`src/rtl/iic_xfer_seq.sv`:
```
// I2C transfer sequencer: turns host commands plus TX/RX byte FIFOs into start/stop byte requests for a byte engine.
// One command at a time (cmd_ready only in IDLE); payload issue stalls while TX is empty (write) or RX is full (read).

module iic_fifo #(
    parameter int DEPTH = 8,
    parameter int W     = 8
) (
    input  logic         clk,
    input  logic         rst,
    input  logic         push,
    input  logic [W-1:0] push_dat,
    input  logic         pop,
    output logic [W-1:0] head_dat,
    output logic         full,
    output logic         empty
);
    localparam int AW = $clog2(DEPTH);
    localparam int CW = AW + 1;

    logic [W-1:0]  mem [DEPTH];
    logic [AW-1:0] wr_ptr;
    logic [AW-1:0] rd_ptr;
    logic [CW-1:0] cnt;
    logic          push_ok;
    logic          pop_ok;

    assign full     = (cnt == CW'(DEPTH));
    assign empty    = (cnt == '0);
    assign push_ok  = push && !full;
    assign pop_ok   = pop && !empty;
    // Head is read straight from storage so a pop on empty leaves it untouched.
    assign head_dat = mem[rd_ptr];

    always_ff @(posedge clk or posedge rst) begin
        if (rst) begin
            wr_ptr <= '0;
            rd_ptr <= '0;
            cnt    <= '0;
            for (int i = 0; i < DEPTH; i++) begin
                mem[i] <= '0;
            end
        end else begin
            if (push_ok) begin
                mem[wr_ptr] <= push_dat;
                wr_ptr      <= wr_ptr + 1'b1;
            end
            if (pop_ok) begin
                rd_ptr <= rd_ptr + 1'b1;
            end
            case ({push_ok, pop_ok})
                2'b10:   cnt <= cnt + 1'b1;
                2'b01:   cnt <= cnt - 1'b1;
                default: cnt <= cnt;
            endcase
        end
    end
endmodule

module iic_xfer_seq #(
    parameter int         FIFO_DEPTH = 8,
    parameter logic [1:0] BUS_MODE   = 2'd3
) (
    input  logic       clk,
    input  logic       rst,
    input  logic       cmd_valid,
    output logic       cmd_ready,
    input  logic       cmd_rw,
    input  logic [6:0] cmd_dev_addr,
    input  logic [3:0] cmd_len,
    input  logic       tx_wr,
    input  logic [7:0] tx_data,
    output logic       tx_full,
    input  logic       rx_rd,
    output logic [7:0] rx_data,
    output logic       rx_empty,
    output logic       busy,
    output logic       xfer_done,
    output logic       nack_err,
    output logic       m_rw,
    output logic [1:0] m_mode,
    output logic [7:0] m_data,
    output logic       m_start,
    output logic       m_stop,
    input  logic       m_proc_ing,
    input  logic       m_done,
    input  logic [7:0] m_data_out,
    input  logic       m_ack
);
    typedef enum logic [2:0] {
        IDLE,
        ISSUE,
        WAIT_ACC,
        WAIT_DONE,
        STOP,
        FIN
    } state_t;

    state_t     state;
    logic       rw_q;
    logic [6:0] addr_q;
    logic [3:0] len_q;
    logic [3:0] idx_q;
    logic       addr_phase;

    logic       tx_empty;
    logic [7:0] tx_head;
    logic       tx_pop;
    logic       rx_full;
    logic       rx_push;

    assign cmd_ready = (state == IDLE);
    assign busy      = (state != IDLE);
    assign m_mode    = BUS_MODE;

    assign tx_pop  = (state == ISSUE) && !addr_phase && !rw_q && !tx_empty;
    assign rx_push = (state == WAIT_DONE) && m_done && !addr_phase && rw_q;

    iic_fifo #(.DEPTH(FIFO_DEPTH), .W(8)) u_tx_fifo (
        .clk      (clk),
        .rst      (rst),
        .push     (tx_wr),
        .push_dat (tx_data),
        .pop      (tx_pop),
        .head_dat (tx_head),
        .full     (tx_full),
        .empty    (tx_empty)
    );

    iic_fifo #(.DEPTH(FIFO_DEPTH), .W(8)) u_rx_fifo (
        .clk      (clk),
        .rst      (rst),
        .push     (rx_push),
        .push_dat (m_data_out),
        .pop      (rx_rd),
        .head_dat (rx_data),
        .full     (rx_full),
        .empty    (rx_empty)
    );

    always_ff @(posedge clk or posedge rst) begin
        if (rst) begin
            state      <= IDLE;
            rw_q       <= 1'b0;
            addr_q     <= '0;
            len_q      <= '0;
            idx_q      <= '0;
            addr_phase <= 1'b0;
            nack_err   <= 1'b0;
            m_start    <= 1'b0;
            m_stop     <= 1'b0;
            m_rw       <= 1'b0;
            m_data     <= '0;
            xfer_done  <= 1'b0;
        end else begin
            m_stop    <= 1'b0;
            xfer_done <= 1'b0;
            case (state)
                IDLE: begin
                    if (cmd_valid) begin
                        rw_q       <= cmd_rw;
                        addr_q     <= cmd_dev_addr;
                        len_q      <= cmd_len;
                        idx_q      <= '0;
                        addr_phase <= 1'b1;
                        nack_err   <= 1'b0;
                        state      <= ISSUE;
                    end
                end
                ISSUE: begin
                    if (addr_phase) begin
                        m_data  <= {addr_q, rw_q};
                        m_rw    <= 1'b0;
                        m_start <= 1'b1;
                        state   <= WAIT_ACC;
                    end else if (!rw_q) begin
                        if (!tx_empty) begin
                            m_data  <= tx_head;
                            m_rw    <= 1'b0;
                            m_start <= 1'b1;
                            idx_q   <= idx_q + 1'b1;
                            state   <= WAIT_ACC;
                        end
                    end else if (!rx_full) begin
                        m_rw    <= 1'b1;
                        m_start <= 1'b1;
                        idx_q   <= idx_q + 1'b1;
                        state   <= WAIT_ACC;
                    end
                end
                WAIT_ACC: begin
                    if (m_proc_ing) begin
                        m_start <= 1'b0;
                        state   <= WAIT_DONE;
                    end
                end
                WAIT_DONE: begin
                    if (m_done) begin
                        addr_phase <= 1'b0;
                        // Only bytes we send can be NACKed; read data acks belong to the engine.
                        if ((addr_phase || !rw_q) && !m_ack) begin
                            nack_err <= 1'b1;
                            m_stop   <= 1'b1;
                            state    <= STOP;
                        end else if (idx_q == len_q) begin
                            m_stop <= 1'b1;
                            state  <= STOP;
                        end else begin
                            state <= ISSUE;
                        end
                    end
                end
                STOP: begin
                    xfer_done <= 1'b1;
                    state     <= FIN;
                end
                FIN: begin
                    state <= IDLE;
                end
                default: begin
                    state <= IDLE;
                end
            endcase
        end
    end
endmodule

```
`config.mk`:
```
export PLATFORM = sky130hd
export DESIGN_NAME = iic_xfer_seq
export DESIGN_NICKNAME = d
export VERILOG_FILES = /design/src/rtl/iic_xfer_seq.sv
export SDC_FILE = /design/constraint.sdc
export NUM_CORES = 1
export LEC_CHECK = 0
export ABC_CLOCK_PERIOD_IN_PS = 5600
export CAP_MARGIN = 0
export CELL_PAD_IN_SITES_DETAIL_PLACEMENT = 1
export CELL_PAD_IN_SITES_GLOBAL_PLACEMENT = 1
export CORE_UTILIZATION = 44
export DETAILED_ROUTE_END_ITERATION = 7
export PLACE_DENSITY = 0.79
export SLEW_MARGIN = 20
export SYNTH_ARGS = -nofsm -noshare
export SYNTH_HDL_FRONTEND = slang
export SYNTH_SLANG_ARGS = --single-unit
```
`constraint.sdc`:
```
create_clock -name clk -period 5.6 [get_ports clk]
set_input_delay 1.12 -clock clk [delete_from_list [all_inputs] [get_ports clk]]
set_output_delay 1.12 -clock clk [all_outputs]
set_load 0.02 [all_outputs]
```
## After elaboration in Yosys (flattened, before gate mapping)

Index checks and enable logic that the tools add are counted.

- Bits in registers: 181
- Input bits: 36
- Output and inout port bits: 27

- Add/subtract/negate cells: 9
- Magnitude comparators: 6
- Eq/ne operators: 24
- Muxes and demuxes: 54
- Bitwise operators: 4
- Reduce and logical (&&, ||, !) cells: 38

Operator list:

| kind | number |
|---|---|
| bitwise mux 64 bit | 2 |
| two-way mux 8 bit | 9 |
| binary-select mux 8 bit (select 3 bit) | 2 |
| demux 8 bit (select 3 bit) | 2 |
| two-way mux 3 bit | 9 |
| one-hot mux 4 bit (2 select lines) | 3 |
| two-way mux 4 bit | 5 |
| two-way mux 1 bit | 18 |
| >= comparator 4 bit, second input constant | 4 |
| NOT 3 -> 4 bit | 4 |
| one-hot mux 3 bit (5 select lines) | 1 |
| logical AND 1 bit | 13 |
| adder 3 x 1 -> 3 bit, second input constant | 4 |
| adder 4 x 1 -> 4 bit, second input constant | 3 |
| inequality test 3 bit, second input constant | 4 |
| inequality test 2 bit, second input constant | 5 |
| AND reduction 5 bit | 2 |
| nonzero test 2 bit | 5 |
| AND reduction 3 bit | 3 |
| equality test 4 bit, second input constant | 2 |
| zero test 4 bit | 2 |
| < comparator 4 x 1 -> 1 bit, second input constant | 2 |
| inequality test 4 bit, second input constant | 2 |
| AND reduction 4 bit | 2 |
| other kinds (14) | 27 |

## Longest topological paths before layout

- Depth in word-level cells: 7
- Mapped depth: 11
- Gate-level depth less buffers: 11

## Cells and area by module

From an unflattened synthesis, not the netlist that was laid out.

- Cell total of the unflattened synthesis: 627
- Area, all modules: 8753.4 sq um

By module, submodules not included:

| module | times used | cells each | area each (sq um) | seq. area each (sq um) |
|---|---|---|---|---|
| iic_fifo | 2 | 227 | 3562.2 | 1851.8 |
| iic_xfer_seq | 1 | 173 | 1629.1 | 825.8 |

## Worst setup path before layout

OpenSTA, ideal clock, no wires.

- Path type: input port to flip-flop
- Start point: in m_done
- End point: reg u_rx_fifo.cnt[3]
- Arrival: 2.735 ns
- Slack: 2.739 ns
- Stages: 10
- Cell sequence: nand4b_4 > nor3_4 > inv_2 > ha_1 > ha_1 > a21o_1 > a21oi_1 > xnor2_1 > nor2_1 > xor2_1

- Word-level cells in the longest chain between the ends: 6
- Elaborated cells on any way between the ends: 8

Ends and longest elaborated chain:

| what | line | RTL |
|---|---|---|
| from (decl) | 85 | `input logic m_done,` |
| logical AND 1 bit * (3 in a row) | 116 | `assign rx_push = (state == WAIT_DONE) && m_done && !addr_phase && rw_q;` |
| logical AND 1 bit * | 29 | `assign push_ok = push && !full;` |
| equality test 2 x 1 -> 1 bit / equality test 2 bit (equally long branches) | 50 | `case ({push_ok, pop_ok})` |
| one-hot mux 4 bit (2 select lines) / nonzero test 2 bit (equally long branches) | -- |  |
| to (signal assigned) | 51 | `2'b10: cnt <= cnt + 1'b1;` |
| to (signal assigned) | 52 | `2'b01: cnt <= cnt - 1'b1;` |
| to (signal assigned) | 53 | `default: cnt <= cnt;` |
| to (decl) | 23 | `logic [CW-1:0] cnt;` |

Every way passes the cells marked *; elsewhere a longest branch is shown, timed or not.
A chain may end at the register's enable or synchronous reset.

## Final worst setup path

- Start point: reg u_rx_fifo.rd_ptr[0]
- End point: out rx_data[3]

- Word-level cells in the longest chain between the ends: 4

Ends and longest elaborated chain:

| what | line | RTL |
|---|---|---|
| from (decl) | 22 | `logic [AW-1:0] rd_ptr;` |
| from (signal assigned) | 48 | `rd_ptr <= rd_ptr + 1'b1;` |
| NOT 3 -> 4 bit (implied by the code) | 32 | `assign head_dat = mem[rd_ptr];` |
| binary-select mux 8 bit (select 3 bit) | 32 |  |
| two-way mux 8 bit (implied by the code) (2 in a row) | 32 |  |
| to (decl) | 74 | `output logic [7:0] rx_data,` |

No other way between the ends. The select of a mux whose other input is x is not followed.

==> results.md <==
* Worst r2r src: u_tx_fifo.cnt[3]
* Num ports at 63
* EDFF count, synth at 0
* Cts hold-fix bufs at 0
* Worst reg2reg endpoint: u_tx_fifo.cnt[3]
* DRC at 0
* Die area at 19,660 um2
* Setup bufs post-CTS at 0
* Min Tclk post-route at 3745 ps
* Filler cells at 1,831
* Via count at 4,976
* Synth Warn # at 0
* CTS tree: done
* Slew HR at 37.21%
* Outcome: finished, final reports clean
* Synth Area in Compound Gates at 2.382%
* Vias in the first global route at 5,638
* Pre-CTS setup slack at 1796 ps
* Max FO, Critical Path at 18
* GPL Wtd Cong at 0.7922
* Worst Setup End Kind: output pin
* Layout cell share with drive strength beyond 1 at 33.48%
* Root Driver: clkbuf_16
* Worst Setup Start Kind: flop
* Post-Synth Simple-Gate Area at 7.801%
* Synth Area in Adders at 2.114%
* Clk_skew at 17.60 ps
* First-pass GRT wire length at 31,430 um
* Worst Path Arrival at 2620 ps
* CTS sink count at 181
* Vias/cell at 5.504
* Final nets at 706
* Peak VDD IR at 0.0002734 V
* Synth cell types at 52
* Reg2Reg Setup Slack at 2400 ps
* Die height at 140.2 um
* PD cells at 526.5 nW/um2
* Cells after Synth at 601
* H-tree Lvls at 4
* Hold Crit Endpoint: addr_q[4]
* Setup violations, final at 0
* Chip Width at 140.2 um
* Area share of the largest cell type after synthesis at 53.89%
* Top post-synthesis cells by area: dfrtp_1 (54%), mux2_2 (18%), mux4_2 (8.6%)
* Max-slew violations at 0
* Worst-Margin Slew at 941.9 ps
* XOR/XNOR share of the synthesized area at 2.084%
* Register area share after synthesis at 53.89%
* Max Cap Viol at 0
* I/O Buffers at 60
* RSZ-0062 raised after global routing: false
* CP Data Required Time at 4480 ps
* Worst Hold Class: flop to flop
* P_leak at 4.413 nW
* Worst hold start: addr_q[4]
* FMAX at 267.0 MHz
* CTS Buf Count at 17
* Ys flop type: dfrtp_1
* # rows at 50
* Core region area at 18,710 um2
* Initial antenna violation count at 1
* FF-to-FF path depth at 12
* Post-DR wirelength/cell at 20.76 um
* Synth area leader: dfrtp_1
* Async SR Flop Fraction at 100.0%
* Detailed placer's ending HPWL at 12,300 um
* Final TNS setup at 0 ps
* Tot GR Track Use at 21.07%
* Pin count of the biggest net entering global routing at 182
* Yosys reg bits at 181
* Final setup margin at 1855 ps
* Final Hold Fails at 0
* P&R area growth vs syn at 16.26%
* Synthesized cell area at 8404 um2
* Clk buf depth at 2
* Cts repair resizes at 0
* Initial cell density of the core at 44.93%
* Drt first-iter violations at 204
* Critical path class: flop to output pin
* Total gr overflow at 0
* Drt total wl at 18,770 um
* Period utilization at 66.87%
* Clk_lat worst skew at 430 ps
* Hold Path Stages at 2
* Largest family of logic cells by synthesized area: multiplexers
* Pre-antenna DRT Iters at 4
* Mux contribution to synthesized area at 29.67%
* Reg clk slew, reported paths at 70 ps
* Post-Syn Area per Cell at 13.98 um2
* Routed Antenna Nets at 0
layer usage:
| layer | share of wire (%) | GRT usage, % |
|---|---|---|
| met1 | 44 | 27.35 |
| met2 | 51 | 35.34 |
| met3 | 3.0 | 4.410 |
| met4 | 1.5 | 6.940 |
| met5 | 0 | 0 |
placed cells by master (no fill, tap or decap), drive strengths merged, types with 2 or more instances in the layout:
cell           netlist  final
dfrtp              181    181
mux2               145    145
nand2               70     70
clkdlybuf4s50        0     60
mux4                32     32
inv                 13     20
clkbuf              13     18
o21ai               16     16
nor2                15     15
xnor2               13     13
mux2i               11     11
ha                  11     11
xor2                 7      7
a21oi                7      7
nor3                 7      7
nor3b                5      5
nand2b               4      4
clkinvlp             0      4
or3                  3      3
a21o                 3      3
nand3                3      3
nor2b                3      3
nand4b               3      3
and2                 3      3
nor4                 2      2
nand3b               2      2
o31ai                2      2
fa                   2      2
conb                 1      2
clkinv               0      2
buf                 13      2
state kept, by name, summed over array words and instances, names as in the netlist:
signal	cells
u_tx_fifo.wr_ptr	3
m_stop	1
addr_phase	1
u_rx_fifo.mem	64
state	3
u_tx_fifo.rd_ptr	3
nack_err	1
u_tx_fifo.cnt	4
u_rx_fifo.wr_ptr	3
xfer_done	1
idx_q	4
len_q	4
u_tx_fifo.mem	64
m_data	8
u_rx_fifo.cnt	4
m_start	1
u_rx_fifo.rd_ptr	3
m_rw	1
rw_q	1
addr_q	7
worst max path at each step:
stage,from,end
after floorplan,rst,addr_phase
after global placement,m_done,u_rx_fifo.cnt[3]
after detailed placement,m_done,u_rx_fifo.cnt[3]
after CTS,u_rx_fifo.rd_ptr[0],rx_data[3]
after global routing,u_rx_fifo.rd_ptr[0],rx_data[3]
final,u_rx_fifo.rd_ptr[0],rx_data[3]
kinds of logic (layout without fill, tap and decap cells):
family / after synthesis / after routing
simple gates: 125 / 125
xor+xnor: 20 / 20
mux: 188 / 188
buf+inv: 39 / 106
other cells: 1 / 3
fa+ha+maj: 13 / 13
compound gates: 34 / 34
flops: 181 / 181
final cells by class:
class / instances / area [um2] / area share, %
well taps: 234 / 292.8 / 2.997
clock buffers: 18 / 439.2 / 4.495
diodes: 1 / 2.502 / 0.02561
multi-input cells: 382 / 3710 / 37.97
repair buffers: 62 / 628.1 / 6.428
clock inverters: 13 / 113.9 / 1.165
flip-flops and latches: 181 / 4532 / 46.38
inverters: 13 / 52.55 / 0.5378
where the power goes:
| group | leakage, nW | internal, W | total, W | switching [W] |
|---|---|---|---|---|
| clock | 0.266 | 0.000593 | 0.00113 | 0.000539 |
| combinational | 1.83 | 0.00100 | 0.00172 | 0.000717 |
| sequential | 2.32 | 0.00177 | 0.00229 | 0.000525 |
Yosys cell counts (3+ instances only):
library cell    n
a21o_1          3
a21oi_1         7
buf_1           4
buf_2           6
clkbuf_1       13
dfrtp_1       181
ha_1           11
inv_1          12
mux2_2        137
mux2_4          8
mux2i_1        11
mux4_2         32
nand2_1        69
nand2b_1        4
nand3_1         3
nor2_1         14
nor2b_1         3
nor3_1          5
o21ai_0        15
or3_1           3
xnor2_1        13
xor2_1          7
critical path, cell delays in order (launching register included):
cell	delay (ps)
dfrtp_2	770
mux4_2	580
mux2_2	300
clkdlybuf4s50_1	550
metrics by stage:
stage | total power [W] | hold slack (ps) | cells | utilization (%) | area [um2]
2_1_floorplan | 0.003462 | 445.4 | 602 | - | 8412
3_3_place_gp | 0.003885 | 462.1 | 872 | 49.25 | 9213
3_5_place_dp | 0.004045 | 467.3 | 872 | 49.25 | 9213
4_1_cts | 0.005203 | 483.6 | 903 | 52.21 | 9766
5_1_grt | 0.005473 | 498.0 | 904 | 52.23 | 9771
6_report | 0.005145 | 483.9 | 904 | 52.23 | 9771
Note: power is estimated with default switching activity, not from simulation.
